<file path="config.mk">
export PLATFORM = sky130hd
export DESIGN_NAME = pma_arbiter
export DESIGN_NICKNAME = d
export VERILOG_FILES = /design/src/rtl/pma_arbiter.sv
export SDC_FILE = /design/constraint.sdc
export NUM_CORES = 1
export LEC_CHECK = 0
export BUFFER_PORTS_ARGS = -buffer_cell sky130_fd_sc_hd__buf_2
export CORE_UTILIZATION = 25
export DETAILED_ROUTE_END_ITERATION = 10
export PLACE_DENSITY = 0.54
export REMOVE_ABC_BUFFERS = 1
export SLEW_MARGIN = 20
export SYNTH_ARGS = -nofsm -noshare
export SYNTH_HDL_FRONTEND = slang
export SYNTH_SLANG_ARGS = --single-unit
export TNS_END_PERCENT = 10
</file>
<file path="constraint.sdc">
create_clock -name clk_core -period 3.2 [get_ports clk_core]
set_input_delay 0.32 -clock clk_core [delete_from_list [all_inputs] [get_ports clk_core]]
set_output_delay 0.32 -clock clk_core [all_outputs]
set_load 0.01 [all_outputs]
</file>
<file path="src/rtl/pma_arbiter.sv">
// pma_arbiter: shares one registered PMA checker between the instruction-fetch
// (if) and load/store (ls) requesters. One check is in flight at a time:
// accept -> ISSUE (checker samples) -> RESP (result handed to the owner).
module pma_arbiter #(
    parameter bit EN_RR = 1'b1    // 1: round-robin on conflict, 0: ls has fixed priority
) (
    input  logic        clk_core,
    input  logic        reset,

    input  logic        if_req_valid,
    output logic        if_req_ready,
    input  logic        if_req_read,
    input  logic        if_req_write,
    input  logic [1:0]  if_req_width,
    input  logic [16:0] if_req_ppn,

    input  logic        ls_req_valid,
    output logic        ls_req_ready,
    input  logic        ls_req_read,
    input  logic        ls_req_write,
    input  logic [1:0]  ls_req_width,
    input  logic [16:0] ls_req_ppn,

    output logic        if_rsp_valid,
    input  logic        if_rsp_ready,
    output logic        if_rsp_cacheable,
    output logic        if_rsp_error,

    output logic        ls_rsp_valid,
    input  logic        ls_rsp_ready,
    output logic        ls_rsp_cacheable,
    output logic        ls_rsp_error,

    output logic        pma_read,
    output logic        pma_write,
    output logic [1:0]  pma_width,
    output logic [16:0] pma_ppn,
    input  logic        pma_cacheable,
    input  logic        pma_error
);

    typedef enum logic [1:0] {
        ST_IDLE  = 2'd0,
        ST_ISSUE = 2'd1,
        ST_RESP  = 2'd2
    } state_t;

    state_t      state_r;
    state_t      state_s;
    logic        owner_r;      // 1 = ls owns the in-flight check, 0 = if
    logic        last_r;       // port granted most recently (1 = ls)
    logic        read_r;
    logic        write_r;
    logic [1:0]  width_r;
    logic [16:0] ppn_r;

    logic        rsp_done_s;
    logic        can_accept_s;
    logic        grant_ls_s;
    logic        accept_s;

    // Arbitration, accept window and next-state selection.
    always_comb begin
        state_s      = state_r;
        rsp_done_s   = 1'b0;
        can_accept_s = 1'b0;
        grant_ls_s   = 1'b0;
        accept_s     = 1'b0;

        if (state_r == ST_RESP) begin
            rsp_done_s = owner_r ? ls_rsp_ready : if_rsp_ready;
        end else begin
            rsp_done_s = 1'b0;
        end

        // A new request is taken while idle, or as the pending result is consumed.
        // Reset masks the window so no port sees ready while reset is held.
        can_accept_s = ~reset & ((state_r == ST_IDLE) | rsp_done_s);

        if (if_req_valid & ls_req_valid) begin
            grant_ls_s = EN_RR ? ~last_r : 1'b1;
        end else begin
            grant_ls_s = ls_req_valid;
        end

        accept_s = can_accept_s & (if_req_valid | ls_req_valid);

        case (state_r)
            ST_IDLE: begin
                if (accept_s) begin
                    state_s = ST_ISSUE;
                end else begin
                    state_s = ST_IDLE;
                end
            end
            ST_ISSUE: begin
                state_s = ST_RESP;
            end
            ST_RESP: begin
                if (accept_s) begin
                    state_s = ST_ISSUE;
                end else if (rsp_done_s) begin
                    state_s = ST_IDLE;
                end else begin
                    state_s = ST_RESP;
                end
            end
            default: begin
                state_s = ST_IDLE;
            end
        endcase
    end

    // State register.
    always_ff @(posedge clk_core or posedge reset) begin
        if (reset) begin
            state_r <= ST_IDLE;
        end else begin
            state_r <= state_s;
        end
    end

    // Latch the granted request and its owner on accept; if wins the first tie.
    always_ff @(posedge clk_core or posedge reset) begin
        if (reset) begin
            owner_r <= 1'b0;
            last_r  <= 1'b1;
            read_r  <= 1'b0;
            write_r <= 1'b0;
            width_r <= 2'd0;
            ppn_r   <= 17'd0;
        end else if (accept_s) begin
            owner_r <= grant_ls_s;
            last_r  <= grant_ls_s;
            read_r  <= grant_ls_s ? ls_req_read  : if_req_read;
            write_r <= grant_ls_s ? ls_req_write : if_req_write;
            width_r <= grant_ls_s ? ls_req_width : if_req_width;
            ppn_r   <= grant_ls_s ? ls_req_ppn   : if_req_ppn;
        end else begin
            owner_r <= owner_r;
            last_r  <= last_r;
            read_r  <= read_r;
            write_r <= write_r;
            width_r <= width_r;
            ppn_r   <= ppn_r;
        end
    end

    // Handshake, checker drive and response outputs.
    always_comb begin
        if_req_ready     = can_accept_s & if_req_valid & ~grant_ls_s;
        ls_req_ready     = can_accept_s & ls_req_valid &  grant_ls_s;

        // Checker inputs stay on the latched request through RESP so the
        // registered result is stable while the owner stalls.
        pma_read         = (state_r != ST_IDLE) & read_r;
        pma_write        = (state_r != ST_IDLE) & write_r;
        pma_width        = width_r;
        pma_ppn          = ppn_r;

        if_rsp_valid     = 1'b0;
        if_rsp_cacheable = 1'b0;
        if_rsp_error     = 1'b0;
        ls_rsp_valid     = 1'b0;
        ls_rsp_cacheable = 1'b0;
        ls_rsp_error     = 1'b0;

        if (state_r == ST_RESP) begin
            if (owner_r) begin
                ls_rsp_valid     = 1'b1;
                ls_rsp_cacheable = pma_cacheable;
                ls_rsp_error     = pma_error;
            end else begin
                if_rsp_valid     = 1'b1;
                if_rsp_cacheable = pma_cacheable;
                if_rsp_error     = pma_error;
            end
        end else begin
            if_rsp_valid = 1'b0;
            ls_rsp_valid = 1'b0;
        end
    end

endmodule
</file>
==> results by group <==
Worst setup path
  • R2R cell count: 4
  • CP Capture Type: register
  • Worst r2r dst: pma_ppn[2]$_DFFE_PP0P_
  • Crit path arrival time: 2.15 ns
  • Worst r2r src: state_r[0]$_DFF_PP0_
  • Crit Path Max Fanout: 15
  • Reg-to-reg slack, setup: 1.20 ns
  • Critical path's top delay family: compound AO/OA/AOI/OAI gates
  • Worst path max stage delay: 0.43 ns
  • Slowest-stage cell, CP: a211oi_4
  • Setup CP Type: reg2reg
  • Bufs and invs on worst path: 1
  • Worst EP required: 3.35 ns
  • Startpoint type of the worst setup path: register
  • Critical-path cell list: or2_2 > a211oi_4 > buf_4 > mux2_2

STA
  • Fin crit share: 62.6%
  • Hold WS: 0.276 ns
  • Fin worst setup slack: 1.20 ns
  • Setup total negative slack: 0 ns
  • Fin. Hold Viols: 0
  • Minimum clock period: 2.00 ns
  • Slew Viols, Final: 0
  • Max_slew headroom: 35.9%
  • # setup viols final: 0
  • Final Skew: 0.00352 ns
  • Worst slew pin tran: 0.961 ns
  • RSZ-0062 raised after global routing: no
  • F_max: 499 MHz

GRT
  • Initial antenna violation count: 0
  • First-pass GRT wire length: 4530 um
  • Global-route usage over all layers: 10.7%
  • Largest net degree at the start of global routing: 26
  • Vias in the first global route: 1000
  • GRT overflow: 0

Floorplanning
  • Initial Util: 25.8%
  • Num rows: 26
  • Die Y-Extent: 74.7 um
  • # IOs: 79
  • Die W: 74.7 um
  • DIE AREA: 0.00557 mm^2
  • CORE AREA: 0.00511 mm^2

Synthesis
  • Post-synthesis cell count: 98
  • Post-synth top area share: 45.5%
  • FF+latch count, synth: 25
  • Yosys warning count: 0
  • Post-synthesis cell type count: 24
  • Synth Cell Area: 0.00132 mm^2
  • Sequential area share after synthesis: 47.5%
  • Top cells by area, synth: dfrtp_1, mux2_2, dfstp_2, and2_1, and3_1
  • Syn_area_per_cell: 13.5 um^2
  • Dominant cell type by area after synthesis: dfrtp_1

Routing
  • Drt pass-1 iters: 2
  • DRC: 0
  • DRT iter0 DRCs: 15
  • Via density: 4.14
  • WL/cell: 11.4 um
  • Vias: 1026
  • WL final: 2820 um
  • Post-DRT Antenna Nets: 0

Clocking
  • Root buffer cell: clkbuf_8
  • CTS sink cnt: 25
  • Post-CTS Resized: 0
  • Hold-fix buffers, CTS: 0
  • Maximum clock path buffer count: 2
  • CTS Buf Count: 3
  • Post-CTS Setup Bufs: 0
  • Worst skew pair latency: 0.26 ns
  • CTS tree: built
  • H-tree Lvls: 1
  • Clk slew on worst S/H paths: 0.08 ns

Pwr
  • PD cells: 677 mW/mm^2
  • Overall Power: 1.24 mW
  • Lkg Pwr: 0.897 nW
  • Highest ir drop seen on vdd: 0.284 mV

Place
  • Placed inst area: 0.00178 mm^2
  • DP Worst Slack: 1.18 ns
  • Placed Cells: 244
  • Final Wtd Congestion: 0.669
  • Port bufs: 78
  • Placed wire-length estimate: 2140 um

Final layout
  • Design area: 0.00183 mm^2
  • Layout area overhead: 38.4%
  • Post-layout util: 35.8%
  • Non-Filler Instances: 248
  • Layout Nets: 229
  • Ratio of cells with drive above 1 in the final layout: 72.5%
  • Diode count: 0

Status
  • Outcome: completed

Hold path
  • Hold/Removal Path Class: in2async

Job
  • Max cap viols: 0
==> cell usage in the layout (no fill, tap or decap), drive strengths merged <==
cell type and n:
o2bb2ai 1, nand2 1, o21a 2, a21boi 1, a21oi 1, dfstp 1, or2 1, dfrtp 24
mux2 42, a2bb2oi 1, buf 80, and2 4, clkbuf 4, and3 4, mux2i 1, and3b 1
nor2b 1, o21ai 1, inv 4, a211oi 2, nor2 1
==> cells in the mapped netlist (all sizes together) <==
cell type  number
o2bb2ai         1
a21boi          1
o21a            2
nand2           1
nor2            1
a211oi          2
buf             3
nor2b           1
a2bb2oi         1
dfrtp          24
o21ai           1
inv             4
and2            4
mux2i           1
dfstp           1
or2             1
mux2           42
clkbuf          1
and3b           1
a21oi           1
and3            4
==> per-layer routing <==
| metal | vias to the layer above | global-route usage, % | share of wire [%] |
|---|---|---|---|
| met3 | 2 | 3.21 | 7.5 |
| met1 | 471 | 14.5 | 47 |
| met2 | 44 | 16.5 | 45 |
| met5 | - | 0 | 0 |
| li1 | 509 | - | - |
| met4 | 0 | 3.14 | 0.60 |
==> power by group <==
group	leakage (nW)	switching, mW	internal (mW)	total [mW]
Sequential	0.294	0.0795	0.455	0.534
Clock	0.0228	0.0927	0.0888	0.181
Combinational	0.581	0.235	0.286	0.521
==> flip-flops by register name (all words and copies together) (netlist names) <==
name and cells:
pma_ppn 17, owner_r 1, state_r 2, pma_width 2
write_r 1, read_r 1, last_r 1
==> cell type report <==
type,count,area (um^2)
fill,523,3280
tap,70,87.6
inverter,4,15.0
timing repair buffer,80,405
sequential,25,627
clock buffer,4,45.0
multi-input combinational,65,647
==> cell families after synthesis <==
kind of cell    Yosys count  share of synthesized area (%)
mux                      43                           36.9
buf+inv                   8                           3.51
simple gates             13                           5.97
flops                    25                           47.5
compound gates            9                           6.16
==> worst max-delay path by stage <==
| stage | startpoint | endpoint | slack (ns) | cells past startpoint |
|---|---|---|---|---|
| 2_1_floorplan | state_r[0]$_DFF_PP0_ | pma_ppn[0]$_DFFE_PP0P_ | 1.29 | 3 |
| 3_3_place_gp | reset | pma_width[1]$_DFFE_PP0P_ | 1.20 | 5 |
| 3_5_place_dp | state_r[0]$_DFF_PP0_ | pma_ppn[2]$_DFFE_PP0P_ | 1.18 | 4 |
| 4_1_cts | state_r[0]$_DFF_PP0_ | pma_ppn[14]$_DFFE_PP0P_ | 1.17 | 4 |
| 5_1_grt | state_r[0]$_DFF_PP0_ | if_req_ready | 1.08 | 4 |
| 6_report | state_r[0]$_DFF_PP0_ | pma_ppn[2]$_DFFE_PP0P_ | 1.20 | 4 |
No activity file was read; power rests on OpenSTA's default activity.
